[config.mk]
export PLATFORM = sky130hd
export DESIGN_NAME = seq_div_fsm
export DESIGN_NICKNAME = d
export VERILOG_FILES = /design/src/rtl/seq_div_fsm.sv
export SDC_FILE = /design/constraint.sdc
export NUM_CORES = 1
export LEC_CHECK = 0
export CORE_ASPECT_RATIO = 0.6
export CORE_UTILIZATION = 50
export CTS_CLUSTER_DIAMETER = 30
export DETAILED_ROUTE_END_ITERATION = 7
export PLACE_DENSITY = 0.75
export SYNTH_ARGS = -nofsm -noshare
export SYNTH_HDL_FRONTEND = slang
export SYNTH_SLANG_ARGS = --single-unit
[constraint.sdc]
create_clock -name clk -period 3.9 [get_ports clk]
set_input_delay 0.39 -clock clk [delete_from_list [all_inputs] [get_ports clk]]
set_output_delay 0.39 -clock clk [all_outputs]
set_load 0.05 [all_outputs]
[src/rtl/seq_div_fsm.sv]
// Sequential unsigned restoring divider: one quotient bit per clock over WIDTH
// clocks, with a registered one-cycle done pulse and a direct divide-by-zero path.
module seq_div_fsm #(
    parameter int WIDTH = 8
) (
    input  logic             clk,
    input  logic             areset,
    input  logic             start,
    input  logic [WIDTH-1:0] dividend,
    input  logic [WIDTH-1:0] divisor,
    output logic             busy,
    output logic             done,
    output logic [WIDTH-1:0] quotient,
    output logic [WIDTH-1:0] remainder,
    output logic             div_by_zero,
    output logic [1:0]       state
);

    localparam int CNT_W = $clog2(WIDTH);
    localparam logic [CNT_W-1:0] LAST_CNT = CNT_W'(WIDTH - 1);

    typedef enum logic [1:0] {
        S_IDLE = 2'd0,
        S_EXEC = 2'd1,
        S_DONE = 2'd2
    } state_t;

    state_t           state_r;
    logic [CNT_W-1:0] cnt_r;
    // Partial remainder is always below D, so its sign bit is never stored.
    logic [WIDTH-1:0] a_r;
    logic [WIDTH-1:0] q_r;
    logic [WIDTH-1:0] d_r;

    logic [WIDTH:0]   a_sh_s;
    logic [WIDTH:0]   t_s;
    logic [WIDTH-1:0] a_nxt_s;
    logic [WIDTH-1:0] q_nxt_s;

    assign state = state_r;

    // One restoring step: shift {A,Q}, trial-subtract D, restore on negative.
    always_comb begin
        a_sh_s = {a_r, q_r[WIDTH-1]};
        t_s    = a_sh_s - {1'b0, d_r};
        if (t_s[WIDTH]) begin
            a_nxt_s = a_sh_s[WIDTH-1:0];
            q_nxt_s = {q_r[WIDTH-2:0], 1'b0};
        end else begin
            a_nxt_s = t_s[WIDTH-1:0];
            q_nxt_s = {q_r[WIDTH-2:0], 1'b1};
        end
    end

    // Controller, datapath registers and registered outputs.
    always_ff @(posedge clk) begin
        if (areset) begin
            state_r     <= S_IDLE;
            cnt_r       <= {CNT_W{1'b0}};
            a_r         <= {WIDTH{1'b0}};
            q_r         <= {WIDTH{1'b0}};
            d_r         <= {WIDTH{1'b0}};
            busy        <= 1'b0;
            done        <= 1'b0;
            quotient    <= {WIDTH{1'b0}};
            remainder   <= {WIDTH{1'b0}};
            div_by_zero <= 1'b0;
        end else begin
            case (state_r)
                S_IDLE: begin
                    done <= 1'b0;
                    if (start && (divisor != {WIDTH{1'b0}})) begin
                        q_r         <= dividend;
                        d_r         <= divisor;
                        a_r         <= {WIDTH{1'b0}};
                        cnt_r       <= {CNT_W{1'b0}};
                        div_by_zero <= 1'b0;
                        busy        <= 1'b1;
                        state_r     <= S_EXEC;
                    end else if (start) begin
                        quotient    <= {WIDTH{1'b1}};
                        remainder   <= dividend;
                        div_by_zero <= 1'b1;
                        done        <= 1'b1;
                        busy        <= 1'b1;
                        state_r     <= S_DONE;
                    end else begin
                        busy    <= 1'b0;
                        state_r <= S_IDLE;
                    end
                end
                S_EXEC: begin
                    a_r   <= a_nxt_s;
                    q_r   <= q_nxt_s;
                    cnt_r <= cnt_r + CNT_W'(1);
                    if (cnt_r == LAST_CNT) begin
                        quotient  <= q_nxt_s;
                        remainder <= a_nxt_s;
                        done      <= 1'b1;
                        state_r   <= S_DONE;
                    end else begin
                        state_r <= S_EXEC;
                    end
                end
                S_DONE: begin
                    done    <= 1'b0;
                    busy    <= 1'b0;
                    state_r <= S_IDLE;
                end
                default: begin
                    done    <= 1'b0;
                    busy    <= 1'b0;
                    state_r <= S_IDLE;
                end
            endcase
        end
    end

endmodule

==> summary.md, run 1 <==
| Metric | Value |
|---|---|
| Max IR drop VDD | between 0.15 and 0.2 mV |
| Final period util | 0.7056 |
| Worst Reg-to-Reg Cells | 10 |
| Async SR Flop Fraction | 0 |
| CTS Buffer Depth | 2 |
| Crit-path max FO | 13 |
| Clk sink count | 48 |
| Post-route design area | 0.002865 mm^2 |
| RSZ-0062 raised after global routing | no |
| Area post-placement | between 0.002 and 0.003 mm^2 |
| Detailed-router iteration count before antenna repair | 4 |
| DR iter-0 viols | 134 |
| Worst Path Arrival | around 3.0 ns |
| Final Setup Violations | 0 |
| Initial Utilization | 0.5492 |
| Register bit total from synthesis | 48 |
| Post-synthesis cell count | just under 300 |
| Cts repair resizes | 0 |
| P&R area growth vs syn | 20.65% |
| Post-synth EDFFs | 0 |
| Post-Route Skew | slightly below 0.004 ns |
| Post-cts hold buffer count | 0 |
| Core area | ~0.0043 mm^2 |
| Status | completed |
| Ys Warns | 0 |
| # IOs | 40 |
| Sequential Power Share | 0.477 |
| Vias | between 2000 and 2500 |
| Die height | approximately 55 um |
| Max-Cap Viols | 0 |
| First-pass GRT wire length | 9922 um |
| Final worst path period need | 2.752 ns |
| PortBufs | 39 |
| Vias per cell | between 5 and 6 |
| Primary FF master, synth | dfxtp_1 |
| Critical path class | flop to flop |
| Register area share after synthesis | 0.4046 |
| Gpl congestion | about 0.83 |
| Syn Std Cell Area | 0.002375 mm^2 |
| # rows | 18 |
| Largest net degree at the start of global routing | 36 |
| Startpoint Class | flop |
| Sw power | between 0.3 and 0.4 mW |
| Max Fclk | ~360 MHz |
| Post-Syn Nets | approximately 320 |
| DIE WIDTH | roughly 91 um |
| HPWL Detailed | around 4100 um |
| Comb power frac | 0.275 |
| Fin. max-slew vios | 0 |
| Worst Hold Depth | 2 |
| Num CTS Buffers | 5 |
| Final nets | roughly 350 |
| Slew headroom | 0.3235 |
| Aggregate negative setup slack | 0 ns |
| Htree depth | 2 |
| Final core utilization | 0.6626 |
| Post-synth cell types | slightly above 40 |
| Antenna-violating nets left | 0 |
| Hold Crit Class | flop to flop |
| Clk pwr share | 0.248 |
| DRC errors left | 0 |
| Internal power | about 0.77 mW |
| Hold Vio Cnt, Final | 0 |
| Initial antenna violation count | 0 |
| Hold_ws | between 0.4 and 0.5 ns |
| Setup bufs post-CTS | 0 |
| Global Route Usage Sum | 0.2455 |
| GR Overflow Total | 0 |
| CTS tree | built |
| Syn Area/Cell | about 8.1 um^2 |
| Clock Tree Root | clkbuf_8 |
| Ant. Diodes | 0 |
| Drt total wl | 5694 um |
| CTS clk-pin slew, worst paths | ~0.080 ns |
| Die area | about 0.005 mm^2 |
| Clk_lat worst skew | 0.30 ns |
| CP Capture Type | flop |
| Layout cells sized above 1 | 0.04984 |
| Switching Fraction | 0.3203 |
| Slew @ Worst Pin | 1.013 ns |
| Pwr dens | a little under 400 mW/mm^2 |
| Wire per inst | about 15 um |
| Pleak | 1.071 nW |
| Required @ worst endpoint | around 4.1 ns |
| Via count of the first global-routing pass | approximately 2000 |
[sequential cells by signal (all words and copies together) (netlist names)]
name	flops
cnt_r	3
div_by_zero	1
d_r	8
q_r	8
done	1
busy	1
state	2
quotient	8
remainder	8
a_r	8
[Yosys cell counts, types with 5 or more instances]
library cell	n	area (um^2)
dfxtp_1	48	960.9
nand2_1	37	138.9
a21oi_1	28	140.1
nor2_1	27	101.4
clkbuf_1	20	75.07
inv_1	18	67.56
a311oi_1	15	131.4
nand3_1	12	60.06
ha_1	10	125.1
o21ai_0	7	35.03
nand2b_1	6	37.54
o21ai_1	6	30.03
and3_1	5	31.28
xnor2_1	5	43.79
[final cells by class]
| type | instances | area [um^2] |
|---|---|---|
| fillers | 407 | 1459 |
| multi-input cells | 205 | 1264 |
| flip-flops and latches | 48 | 960.9 |
| repair buffers | 43 | 420.4 |
| well taps | 60 | 75.07 |
| clock buffers | 6 | 72.57 |
| inverters | 18 | 67.56 |
| clock inverters | 1 | 5.005 |
[per-stage QoR]
step                      total power, mW  cells  setup WS, ns
after detailed placement           0.8621    374         1.166
after global placement             0.8581    374         1.247
final                               1.138    381         1.148
after global routing                1.204    381        0.9854
after floorplan                    0.7902    292         1.437
after CTS                           1.140    381         1.144
[logic make-up (layout without fill, tap and decap cells)]
family	Yosys count	in the layout	share of synthesized area
DFF	48	48	0.4046
adders and majority gates	11	11	0.06112
xor gates and xnor gates	5	5	0.01844
buffers and inverters	39	68	0.06322
and+or+nand+nor	104	104	0.2055
AOI/OAI and AO/OA	79	79	0.2192
muxes	6	6	0.02792
[worst paths after layout]
kind | from | to | slack [ns]
setup / recovery | q_r[7]$_SDFFE_PP0P_ | a_r[7]$_SDFFE_PP0P_ | 1.15
hold / removal | d_r[2]$_SDFFE_PP0N_ | d_r[2]$_SDFFE_PP0N_ | 0.46
setup reg to reg | q_r[7]$_SDFFE_PP0P_ | a_r[7]$_SDFFE_PP0P_ | 1.15
hold reg to reg | d_r[2]$_SDFFE_PP0N_ | d_r[2]$_SDFFE_PP0N_ | 0.46
[placed cells by master, fill, tap and decap left out, drive strengths merged, types with 3 or more instances in the layout]
master         synthesis  routed
nand2                 37      37
and3                   5       5
inv                   18      18
nor3                   5       5
a21oi                 28      28
clkbuf                20       6
nand2b                 6       6
a311oi                16      16
clkdlybuf4s50          0      39
ha                    10      10
nor2                  27      27
o21ai                 13      13
a21o                   4       4
a31oi                  3       3
xnor2                  5       5
nand3                 12      12
mux2i                  4       4
buf                    1       4
a41oi                  4       4
dfxtp                 48      48
o22ai                  4       4
[power groups by stage]
stage | sequential, mW | clock (mW) | combinational, mW
4_1_cts | 0.542 | 0.287 | 0.311
3_3_place_gp | 0.552 | 0 | 0.306
2_1_floorplan | 0.552 | 0 | 0.238
5_1_grt | 0.547 | 0.310 | 0.348
3_5_place_dp | 0.553 | 0 | 0.309
6_report | 0.542 | 0.283 | 0.313
[critical path, cell delays in order (launching register included)]
cell and delay (ns):
dfxtp_1 0.34, inv_1 0.06, ha_1 0.14, inv_1 0.05
fa_1 0.45, a211oi_2 0.24, nor3_1 0.10, mux2_4 0.32
and2_4 0.19, or4_4 0.53, a311oi_2 0.22
[routing by layer]
| layer | routed length, um | global-route usage | share of wire |
|---|---|---|---|
| met5 | 0 | 0 | 0 |
| met4 | 34 | 0.04762 | 0.0060 |
| met3 | 399 | 0.05510 | 0.070 |
| met2 | 2300 | 0.3626 | 0.40 |
| met1 | 2961 | 0.3665 | 0.52 |
No activity file was read; power rests on OpenSTA's default activity.
==> run 2: changes to the inputs <==
==> constraint.sdc (replaced) <==
create_clock -name clk -period 2.8 [get_ports clk]
set_input_delay 0.28 -clock clk [delete_from_list [all_inputs] [get_ports clk]]
set_output_delay 0.28 -clock clk [all_outputs]
set_load 0.05 [all_outputs]
==> run 2 against run 1 <==
- final cell count rose by 2.1%
- total power rose by 45%
- setup slack got worse by 0.99 ns
- clock power rose by 53%
- highest routed layer unchanged
- count of clock-buffer cells in the layout did not move
- global-route usage fell by 1.0 points
- via count rose by 0.84%
- sequential power rose by 39%
==> summary.md, run 2 (synthesis results as in run 1) <==
| Metric | Value |
|---|---|
| Post-route design area | roughly 0.0029 mm^2 |
| DR iter-0 viols | between 150 and 200 |
| Max Fclk | about 380 MHz |
| DIE WIDTH | around 91 um |
| Slew @ Worst Pin | 0.5544 ns |
| Pwr dens | roughly 560 mW/mm^2 |
| Sw power | approximately 0.52 mW |
| Post-cts hold buffer count | 0 |
| Internal power | about 1.1 mW |
| Commonest non-fill, non-tap cell in the layout | dfxtp_1 |
| Max-Cap Viols | 0 |
| Ant. Diodes | 0 |
| Critical Path Slowest Stage Cell | or4_4 |
| M1 wire length | just over 3000 um |
| WL met2 | between 2000 and 2500 um |
| Hold Vio Cnt, Final | 0 |
| Num CTS Buffers | 5 |
| Pre-CTS WS | about 0.11 ns |
| Final nets | around 360 |
| Global Route Usage Sum | 0.2353 |
| Largest net degree at the start of global routing | 35 |
| DRC errors left | 0 |
| Htree depth | 2 |
| Pwr Total | around 1.7 mW |
| Final Setup Violations | 0 |
| CP Capture Type | flop |
| Register area | 960.9 um^2 |
| Critical path class | flop to flop |
| Clock Tree Root | clkbuf_8 |
| Wire per inst | ~15 um |
| Multi-input combinational cell area | 0.001266 mm^2 |
| Initial antenna violation count | 0 |
| Switching Fraction | 0.3174 |
| Clk pwr share | 0.262 |
| Antenna-violating nets left | 0 |
| Cell Chain, Critical Path | inv_1 -> ha_1 -> inv_1 -> fa_2 -> a211oi_2 -> nor3_1 -> mux2_4 -> and2_4 -> or4_4 -> a311oi_2 |
| Via count of the first global-routing pass | around 2000 |
| Final worst path period need | between 2 and 3 ns |
| Pleak | around 1.1 nW |
| Die height | between 50 and 60 um |
| Routed wl met3 | between 300 and 400 um |
| Fill cells | around 380 |
| PortBufs | 39 |
| Post-Route Skew | between 0.004 and 0.005 ns |
| # rows | 18 |
| GR Overflow Total | 0 |
| CTS clk-pin slew, worst paths | around 0.09 ns |
| Max IR drop VDD | 0.2934 mV |
| Vias per cell | around 5.6 |
| HPWL Detailed | a little over 4000 um |
| CTS Buffer Depth | 2 |
| Aggregate negative setup slack | 0 ns |
| Final period util | 0.9445 |
| Clk sink count | between 40 and 50 |
| Core area | approximately 0.0043 mm^2 |
| Worst Path Arrival | around 2.9 ns |
| Crit-path max FO | 6 |
| P&R area growth vs syn | 23.81% |
| Area post-placement | about 0.0028 mm^2 |
| Layout cells sized above 1 | 0.07903 |
| Detailed-router iteration count before antenna repair | 4 |
| Gpl congestion | roughly 0.84 |
| Slew headroom | 0.6300 |
| Initial Utilization | 0.5492 |
| Startpoint Class | flop |
| Top delay family on crit path | simple AND/OR/NAND/NOR gates |
| Die area | between 0.005 and 0.006 mm^2 |
| Top Layer Used | met4 |
| Clk_lat worst skew | roughly 0.30 ns |
| Critical path's largest stage delay | ~0.52 ns |
| Status | completed |
| Hold Crit Class | flop to flop |
| # IOs | 40 |
| CTS tree | built |
| RSZ-0062 raised after global routing | no |
| First-pass GRT wire length | 9535 um |
| Sequential Power Share | 0.456 |
| Comb power frac | 0.282 |
| Required @ worst endpoint | roughly 3.0 ns |
| Vias | about 2200 |
| Buf+Inv Stages, Crit Path | 2 |
| Drt total wl | 5652 um |
| Final setup margin | 0.1554 ns |
| Top library cells by usage in the layout, fill and taps aside | dfxtp_1 (48), clkdlybuf4s50_1 (39), nand2_1 (37), a21oi_1 (28), nor2_1 (27) |
| CP most frequent cell | inv_1 |
| Fin. max-slew vios | 0 |
==> run 2: metal layers <==
| metal | vias to the layer above | global-route usage |
|---|---|---|
| met3 | 3 | 0.04408 |
| met4 | 0 | 0.03628 |
| met2 | 65 | 0.3496 |
| met5 | - | 0 |
| li1 | 1107 | - |
| met1 | 995 | 0.3585 |
==> run 2: worst reg2reg max path: stages, from the launching register on <==
cell	delay, ns
dfxtp_1	0.34
inv_1	0.06
ha_1	0.16
inv_1	0.06
fa_2	0.38
a211oi_2	0.26
nor3_1	0.10
mux2_4	0.32
and2_4	0.16
or4_4	0.52
a311oi_2	0.21
==> run 2: what timing repair did <==
item | CTS | global route
hold endpoints to repair | 0 | 0
setup buffers | 0 | 2
setup endpoints to repair | 0 | 2
gates resized for setup | 0 | 1
==> run 2: worst paths after layout <==
path                       start                   to  slack (ns)  cells past startpoint
max          q_r[7]$_SDFFE_PP0P_  a_r[7]$_SDFFE_PP0P_        0.16                     10
min          d_r[2]$_SDFFE_PP0N_  d_r[2]$_SDFFE_PP0N_        0.46                      2
max reg2reg  q_r[7]$_SDFFE_PP0P_  a_r[7]$_SDFFE_PP0P_        0.16                     10
min reg2reg  d_r[2]$_SDFFE_PP0N_  d_r[2]$_SDFFE_PP0N_        0.46                      2
==> run 2: area by class of cell <==
cell class,count,share of cell area
repair buffers,50,0.1609
flip-flops and latches,48,0.3268
well taps,60,0.02553
clock buffers,6,0.02809
clock inverters,2,0.005106
inverters,18,0.02298
multi-input cells,205,0.4306
==> run 2: power groups by stage <==
stage | combinational, mW | sequential, mW | clock (mW)
floorplan | 0.332 | 0.769 | 0
global placement | 0.439 | 0.768 | 0
detailed placement | 0.444 | 0.769 | 0
CTS | 0.447 | 0.753 | 0.444
global route | 0.514 | 0.759 | 0.474
finish | 0.466 | 0.753 | 0.433
==> run 2: per-stage QoR <==
stage,util,hold WS (ns),cells
detailed placement,0.6534,0.4482,379
global placement,0.6534,0.4446,379
floorplan,-,0.4160,292
finish,0.6800,0.4578,389
CTS,0.6759,0.4602,387
global route,0.6800,0.4832,389
